## config.mk

```make
export PLATFORM = sky130hd
export DESIGN_NAME = instruction_issuer
export DESIGN_NICKNAME = d
export VERILOG_FILES = /design/src/rtl/instruction_issuer.sv
export SDC_FILE = /design/constraint.sdc
export NUM_CORES = 1
export LEC_CHECK = 0
export ABC_AREA = 1
export CORE_MARGIN = 3
export CORE_UTILIZATION = 35
export CTS_CLUSTER_DIAMETER = 40
export DETAILED_ROUTE_END_ITERATION = 12
export PLACE_DENSITY_LB_ADDON = 0.15
export SYNTH_ARGS = -nofsm -noshare
export SYNTH_HDL_FRONTEND = slang
export SYNTH_SLANG_ARGS = --single-unit
```

## constraint.sdc

```tcl
create_clock -name clk -period 1.95 [get_ports clk]
set_input_delay 0.39 -clock clk [delete_from_list [all_inputs] [get_ports clk]]
set_output_delay 0.39 -clock clk [all_outputs]
set_load 0.005 [all_outputs]
```

## src/rtl/instruction_issuer.sv

```systemverilog
// Program sequencer: loadable 2**PC_W-word buffer issued word-by-word to the decoder over valid/ready.
// Optional ISSUER_LOOP_EN: the program repeats from address 0 until stop instead of ending at the last word.
module instruction_issuer #(
    parameter int PC_W    = 4,
    parameter int INSTR_W = 11
) (
    input  logic               clk,
    input  logic               reset_n,
    input  logic               wr_en,
    input  logic [PC_W-1:0]    wr_addr,
    input  logic [INSTR_W-1:0] wr_data,
    input  logic               start,
    input  logic               stop,
    input  logic [PC_W:0]      prog_len,
    output logic [INSTR_W-1:0] instruction,
    output logic               instr_valid,
    input  logic               instr_ready,
    output logic [PC_W-1:0]    pc,
    output logic               busy,
    output logic               done,
    output logic [1:0]         state
);

    typedef enum logic [1:0] {
        IDLE  = 2'b00,
        FETCH = 2'b01,
        ISSUE = 2'b10,
        DONE  = 2'b11
    } state_t;

    localparam int DEPTH = 2 ** PC_W;
    localparam logic [PC_W:0]   MAX_LEN = {1'b1, {PC_W{1'b0}}};
    localparam logic [PC_W:0]   LEN_ONE = 1;
    localparam logic [PC_W-1:0] PC_ONE  = 1;

    logic [INSTR_W-1:0] mem_q [DEPTH];

    state_t             state_q, state_d;
    logic [PC_W-1:0]    pc_q, pc_d;
    logic [PC_W:0]      len_q, len_d;
    logic [INSTR_W-1:0] instr_q, instr_d;
    logic               valid_q, valid_d;
    logic               busy_q, busy_d;
    logic               done_q, done_d;
    logic               last_word;
    logic               handshake;

    // Buffer is deliberately not reset; writes only land while idle.
    always_ff @(posedge clk) begin
        if (wr_en && state_q == IDLE) begin
            mem_q[wr_addr] <= wr_data;
        end
    end

    assign last_word = ({1'b0, pc_q} == (len_q - LEN_ONE));
    assign handshake = valid_q && instr_ready;

    always_comb begin
        state_d = state_q;
        pc_d    = pc_q;
        len_d   = len_q;
        instr_d = instr_q;
        valid_d = valid_q;
        case (state_q)
            IDLE: begin
                if (start) begin
                    len_d = (prog_len > MAX_LEN) ? MAX_LEN : prog_len;
                    if (prog_len != '0) begin
                        pc_d    = '0;
                        state_d = FETCH;
                    end else begin
                        state_d = DONE;
                    end
                end
            end
            FETCH: begin
                if (stop) begin
                    state_d = DONE;
                end else begin
                    instr_d = mem_q[pc_q];
                    valid_d = 1'b1;
                    state_d = ISSUE;
                end
            end
            ISSUE: begin
                // stop wins over advancing, but a same-cycle handshake still counts as accepted
                if (handshake) begin
                    valid_d = 1'b0;
                    if (stop) begin
                        state_d = DONE;
                    end else if (last_word) begin
`ifdef ISSUER_LOOP_EN
                        pc_d    = '0;
                        state_d = FETCH;
`else
                        state_d = DONE;
`endif
                    end else begin
                        pc_d    = pc_q + PC_ONE;
                        state_d = FETCH;
                    end
                end else if (stop) begin
                    valid_d = 1'b0;
                    state_d = DONE;
                end
            end
            DONE: begin
                state_d = IDLE;
            end
            default: begin
                state_d = IDLE;
            end
        endcase
        busy_d = (state_d == FETCH) || (state_d == ISSUE);
        done_d = (state_d == DONE);
    end

    always_ff @(posedge clk or negedge reset_n) begin
        if (!reset_n) begin
            state_q <= IDLE;
            pc_q    <= '0;
            len_q   <= '0;
            instr_q <= '0;
            valid_q <= 1'b0;
            busy_q  <= 1'b0;
            done_q  <= 1'b0;
        end else begin
            state_q <= state_d;
            pc_q    <= pc_d;
            len_q   <= len_d;
            instr_q <= instr_d;
            valid_q <= valid_d;
            busy_q  <= busy_d;
            done_q  <= done_d;
        end
    end

    assign instruction = instr_q;
    assign instr_valid = valid_q;
    assign pc          = pc_q;
    assign busy        = busy_q;
    assign done        = done_q;
    assign state       = state_q;

endmodule

```

Word-level counts from Yosys, hierarchy flattened
Memories as Yosys holds them, arrays and structs flattened. A register that Yosys moved wholly into a read port is not among the register bits.
Cells that the tools add are included.
{ "op_classes": {"n_div": 0, "eq_ne": 14, "n_addsub": 2, "mux": 21, "reduce_logical": 12, "n_bitwise": 1, "mul": 0, "n_lt_le_gt_ge": 1, "n_shift": 0} }
{ "ops": {"columns": ["operator", "n"], "rows": [
  ["4-bit 2-to-1 mux", 5],
  ["2-bit 2-to-1 mux", 6],
  ["2-bit != test, second input constant", 5],
  ["2-bit equality test, second input constant", 4],
  ["2-bit case mux with 4 select lines", 1],
  ["4-bit case mux with 2 select lines", 1],
  ["1-bit 2-to-1 mux", 6],
  ["6-bit AND reduction", 1],
  ["4-bit by 5-bit equality test with 1-bit output", 1],
  ["5-bit greater-than comparator, second input constant", 1],
  ["5-bit 2-to-1 mux", 1],
  ["5-bit nonzero test", 1],
  ["5-bit by 1-bit subtractor with 5-bit output, second input constant", 1],
  ["4-bit by 1-bit adder with 4-bit output, second input constant", 1],
  ["2-bit by 1-bit equality test with 1-bit output, second input constant", 2],
  ["2-bit AND reduction", 2],
  ["2-bit nonzero test", 2],
  ["3-bit != test, second input constant", 1],
  ["3-bit AND reduction", 1],
  ["1-bit logical AND", 2],
  ["2-bit logical NOT", 1],
  ["2-bit by 1-bit != test with 1-bit output, second input constant", 1],
  ["1-bit case mux with 2 select lines", 1],
  ["1-bit logical NOT", 1],
  ["other kinds (2)", 2]
]} }
{ "totals": {"input_bits": 26, "elab_cells": 58, "mem_bits_rw": 176, "mem_count": 1, "rom_bits": 0, "latch_bits": 0, "out_inout_bits": 20, "reg_bits": 14} }
{ "mem_list": {"columns": ["name", "depth", "word_bits", "rd", "rd_ports_with_merged_regs", "write_ports", "line_no", "rtl"], "rows": [
  ["mem_q", 16, 11, 1, 1, 1, "36", "logic [INSTR_W-1:0] mem_q [DEPTH];"]
]} }

Logic depth before layout (Yosys ltp)
{ "logic_depth": {"depth_word": 8, "depth_mapped": 14, "mapped_depth_nobuf": 14} }

Least setup slack after synthesis
Ideal clock, no wire load.
{ "synth_path": {"kind": "register to register", "from": "register state_q[1] (netlist: state[1])", "to": "memory mem_q[10][0] (enable)", "path_buffers": 0, "required_ns": 1.572, "setup_ns": 0.378, "setup_slack_ns": 0.084, "path_stages_with_launch": 6, "synth_period_minus_slack_ns": 1.866, "t_arrival_ns": 1.488, "path_cell_list": "dfrtp_1 nor2_1 inv_1 nor2_1 nand3_1 nor2_1"} }
{ "synth_via": {"elab_chain_len": 4} }
{ "synth_lines": {"columns": ["item", "line_no", "rtl"], "rows": [
  ["from (decl)", "38", "state_t state_q, state_d;"],
  ["from (signal assigned)", "128", "state_q <= state_d;"],
  ["2-bit logical NOT", "50", "if (wr_en && state_q == IDLE) begin"],
  ["1-bit logical AND", "50", null],
  ["1-bit 2-to-1 mux", "50", null],
  ["1-bit 2-to-1 mux (implied by the code)", "51", "mem_q[wr_addr] <= wr_data;"],
  ["to (decl)", "36", null]
]} }
No other way between the ends.

Final worst setup path
{ "layout_path": {"from": "register pc_q[0] (netlist: pc[0])", "to": "output pc[0]"} }
{ "layout_lines": {"columns": ["item", "line_no", "rtl"], "rows": [
  ["from (decl)", "39", "logic [PC_W-1:0] pc_q, pc_d;"],
  ["from (signal assigned)", "129", "pc_q <= pc_d;"],
  ["to (decl)", "18", "output logic [PC_W-1:0] pc,"]
]} }
No word-level cell between the ends.

==> results.ini <==
[floorplanning]
fp.dieW_um=159.5
core_um2=22920
dieHeight_um=159.5
num_rows=55
initial_utilization_pct=35.99
die_area_um2=25440
pin_count=46

[global_route]
grt_use_total_pct=16.76
grt_pass1_wl_um=32830
grt_overflow=0
antenna_found_initial=1
grt_pass1_vias=5559
grt_max_degree=49

[synth]
synth_ff_type=edfxtp_1
synthArstFlopShare_pct=12.44
postSynthAreaPerCell_um2=11.68
synthCells=706
ys_ff_latch=201
synth_warnings=0
synth-edff-count=176
synth_cell_types=27
synth_fp_nets=735
netlist_area_um2=8247
ys_seq_area_share_pct=71.67

[critical_path]
crit_path_max_fanout=5
cp_num_buf_inv=1
cp.arrival_ps=1490
slowest_stage=clkdlybuf4s50_1
crit_path_max_incr_delay_ps=530
worstPathRequired_ps=1560
cp-end-kind=output pin
start_kind=flip-flop
worstReg2RegStart=state[1]
setup.worst_path.start=pc[0]
crit_family=buffers and inverters
cp_cell_sequence=clkdlybuf4s50_1
crit_type=flip-flop to output pin

[placement]
dpl.hpwl_um=14220
port_buffers=45
place_congestion=0.8498

[timing]
slew_viol_final=0
fin_crit_sh_pct=96.18
timing.fmax_mhz=533.2
setup_tns_ps=0
worst_slew_pin_slew_ps=344.1
slew_headroom_pct=77.06
clock_skew_ps=12.57
finalSetupViolCount=0
period_needed_ps=1876
hold_viol_final=0

[clock_tree]
clockBufferDepth=3
postCtsHoldBufs=0
clock-root-buffer=clkbuf_16
cts_tree=built
insertion_delay_ps=530
path_clk_slew_ps=50
cts-htree-levels=1
cts.sinks=201
cts_buffers=29

[power_and_ir_drop]
p_total_mw=13.90
powerDensity_nw_per_um2=1325
ir_drop_v=0.0006876
leakagePower_nw=3.985

[detailed_routing]
routed_wl_um=21630
wire_per_inst_um=18.95
final_antenna_net_count=0
vias=5607
firstDrtPassIters=5
first_iter_violations=479
vias_per_cell=4.914
drc=0

[cells_and_area]
nFillCells=2077
ff_latch_area_um2=5916
nets=834
final_common_cell=edfxtp_1
drive_gt1_share_pct=15.22
multiInputGateArea_um2=2049
finalCoreUtilization_pct=45.75
diodes=0
area_growth_pct=27.14
final_cell_mix=176 x edfxtp_1, 164 x nand2_1, 100 x nor2_1

[outcome]
outcome=finished clean

[min_path]
hp-class=input pin to asynchronous set/reset pin

[job]
maxCapViolCount=0

[path summary, 6_finish.rpt]
check                                 endpoint  slack [ps]  cells after the start
worst max register to register    mem_q[13][4]         130                      7
max in group asynchronous                pc[3]        1420                      2
min in group clk                      len_q[1]         470                      3
worst max-delay path                     pc[0]          70                      1
worst min register to register  instruction[9]         480                      2
worst min-delay path                  len_q[4]         240                      2
[registers in the layout (all words and copies together), names as in the netlist]
signal,flops
state,2
busy,1
instr_valid,1
mem_q,176
instruction,11
pc,4
done,1
len_q,5
[timing repair]
item	4_1_cts	5_1_grt
pin swaps	0	2
gates resized for setup	2	9
endpoints found under the setup margin	2	49
buffers inserted	0	5
hold endpoints to repair	0	0
[worst register-to-register path: stages (launching register included)]
cell and delay (ps):
dfrtp_1 410, nor2_2 160, inv_1 90, nor2_1 100, buf_4 160, nand2_1 190, nor2_1 180, buf_4 230
[per-stage QoR]
step                hold slack (ps)  area, um2  worst slack, ps  std cells
finish                        240.8      10490            74.48       1141
global route                  274.7      10490           -12.09       1141
detailed placement            467.5       9368           -102.2       1082
global placement              466.1       9368           -157.9       1082
floorplan                     94.41       8247            84.10        706
CTS                           256.3      10430            25.51       1136
[cell families after synthesis]
group	count (synthesis)	synth area share [%]
compound gates	142	9.377
xor+xnor	2	0.2124
fa+ha+maj	3	0.4552
buf+inv	62	3.656
flops	201	71.67
mux	11	1.335
simple gates	285	13.29
[final cells by class]
cell class	instances	area share, %
flip-flops and latches	201	56.42
multi-input cells	443	19.55
repair buffers	101	9.141
clock buffers	33	7.160
well taps	313	3.735
clock inverters	21	2.959
inverters	29	1.038
[metal layers]
layer | global-route usage (%) | vias up | wire length (um)
met5 | 0 | - | 0
met4 | 4.138 | 0 | 471
met3 | 2.914 | 35 | 1398
met2 | 26.84 | 190 | 10120
met1 | 23.88 | 2715 | 9632
li1 | - | 2667 | -
[cell usage after synthesis (6+ instances only)]
library cell	number	share of area (%)
a21oi_1	35	2.1
nand2_1	166	7.6
inv_1	25	1.1
dfrtp_1	25	7.6
clkbuf_1	8	0.36
buf_4	6	0.55
o22ai_1	26	2.0
nand3_1	11	0.67
edfxtp_1	176	64
buf_2	11	0.67
a21boi_1	8	0.73
o21ai_1	15	0.91
o21ai_0	54	3.3
mux2i_1	11	1.3
nor2_1	103	4.7
[power breakdown]
group / internal [mW] / switching [mW] / total, mW
sequential: 4.98 / 0.169 / 5.15
combinational: 1.26 / 1.90 / 3.15
clock: 3.62 / 1.98 / 5.60
Note: power is estimated with default switching activity, not from simulation.
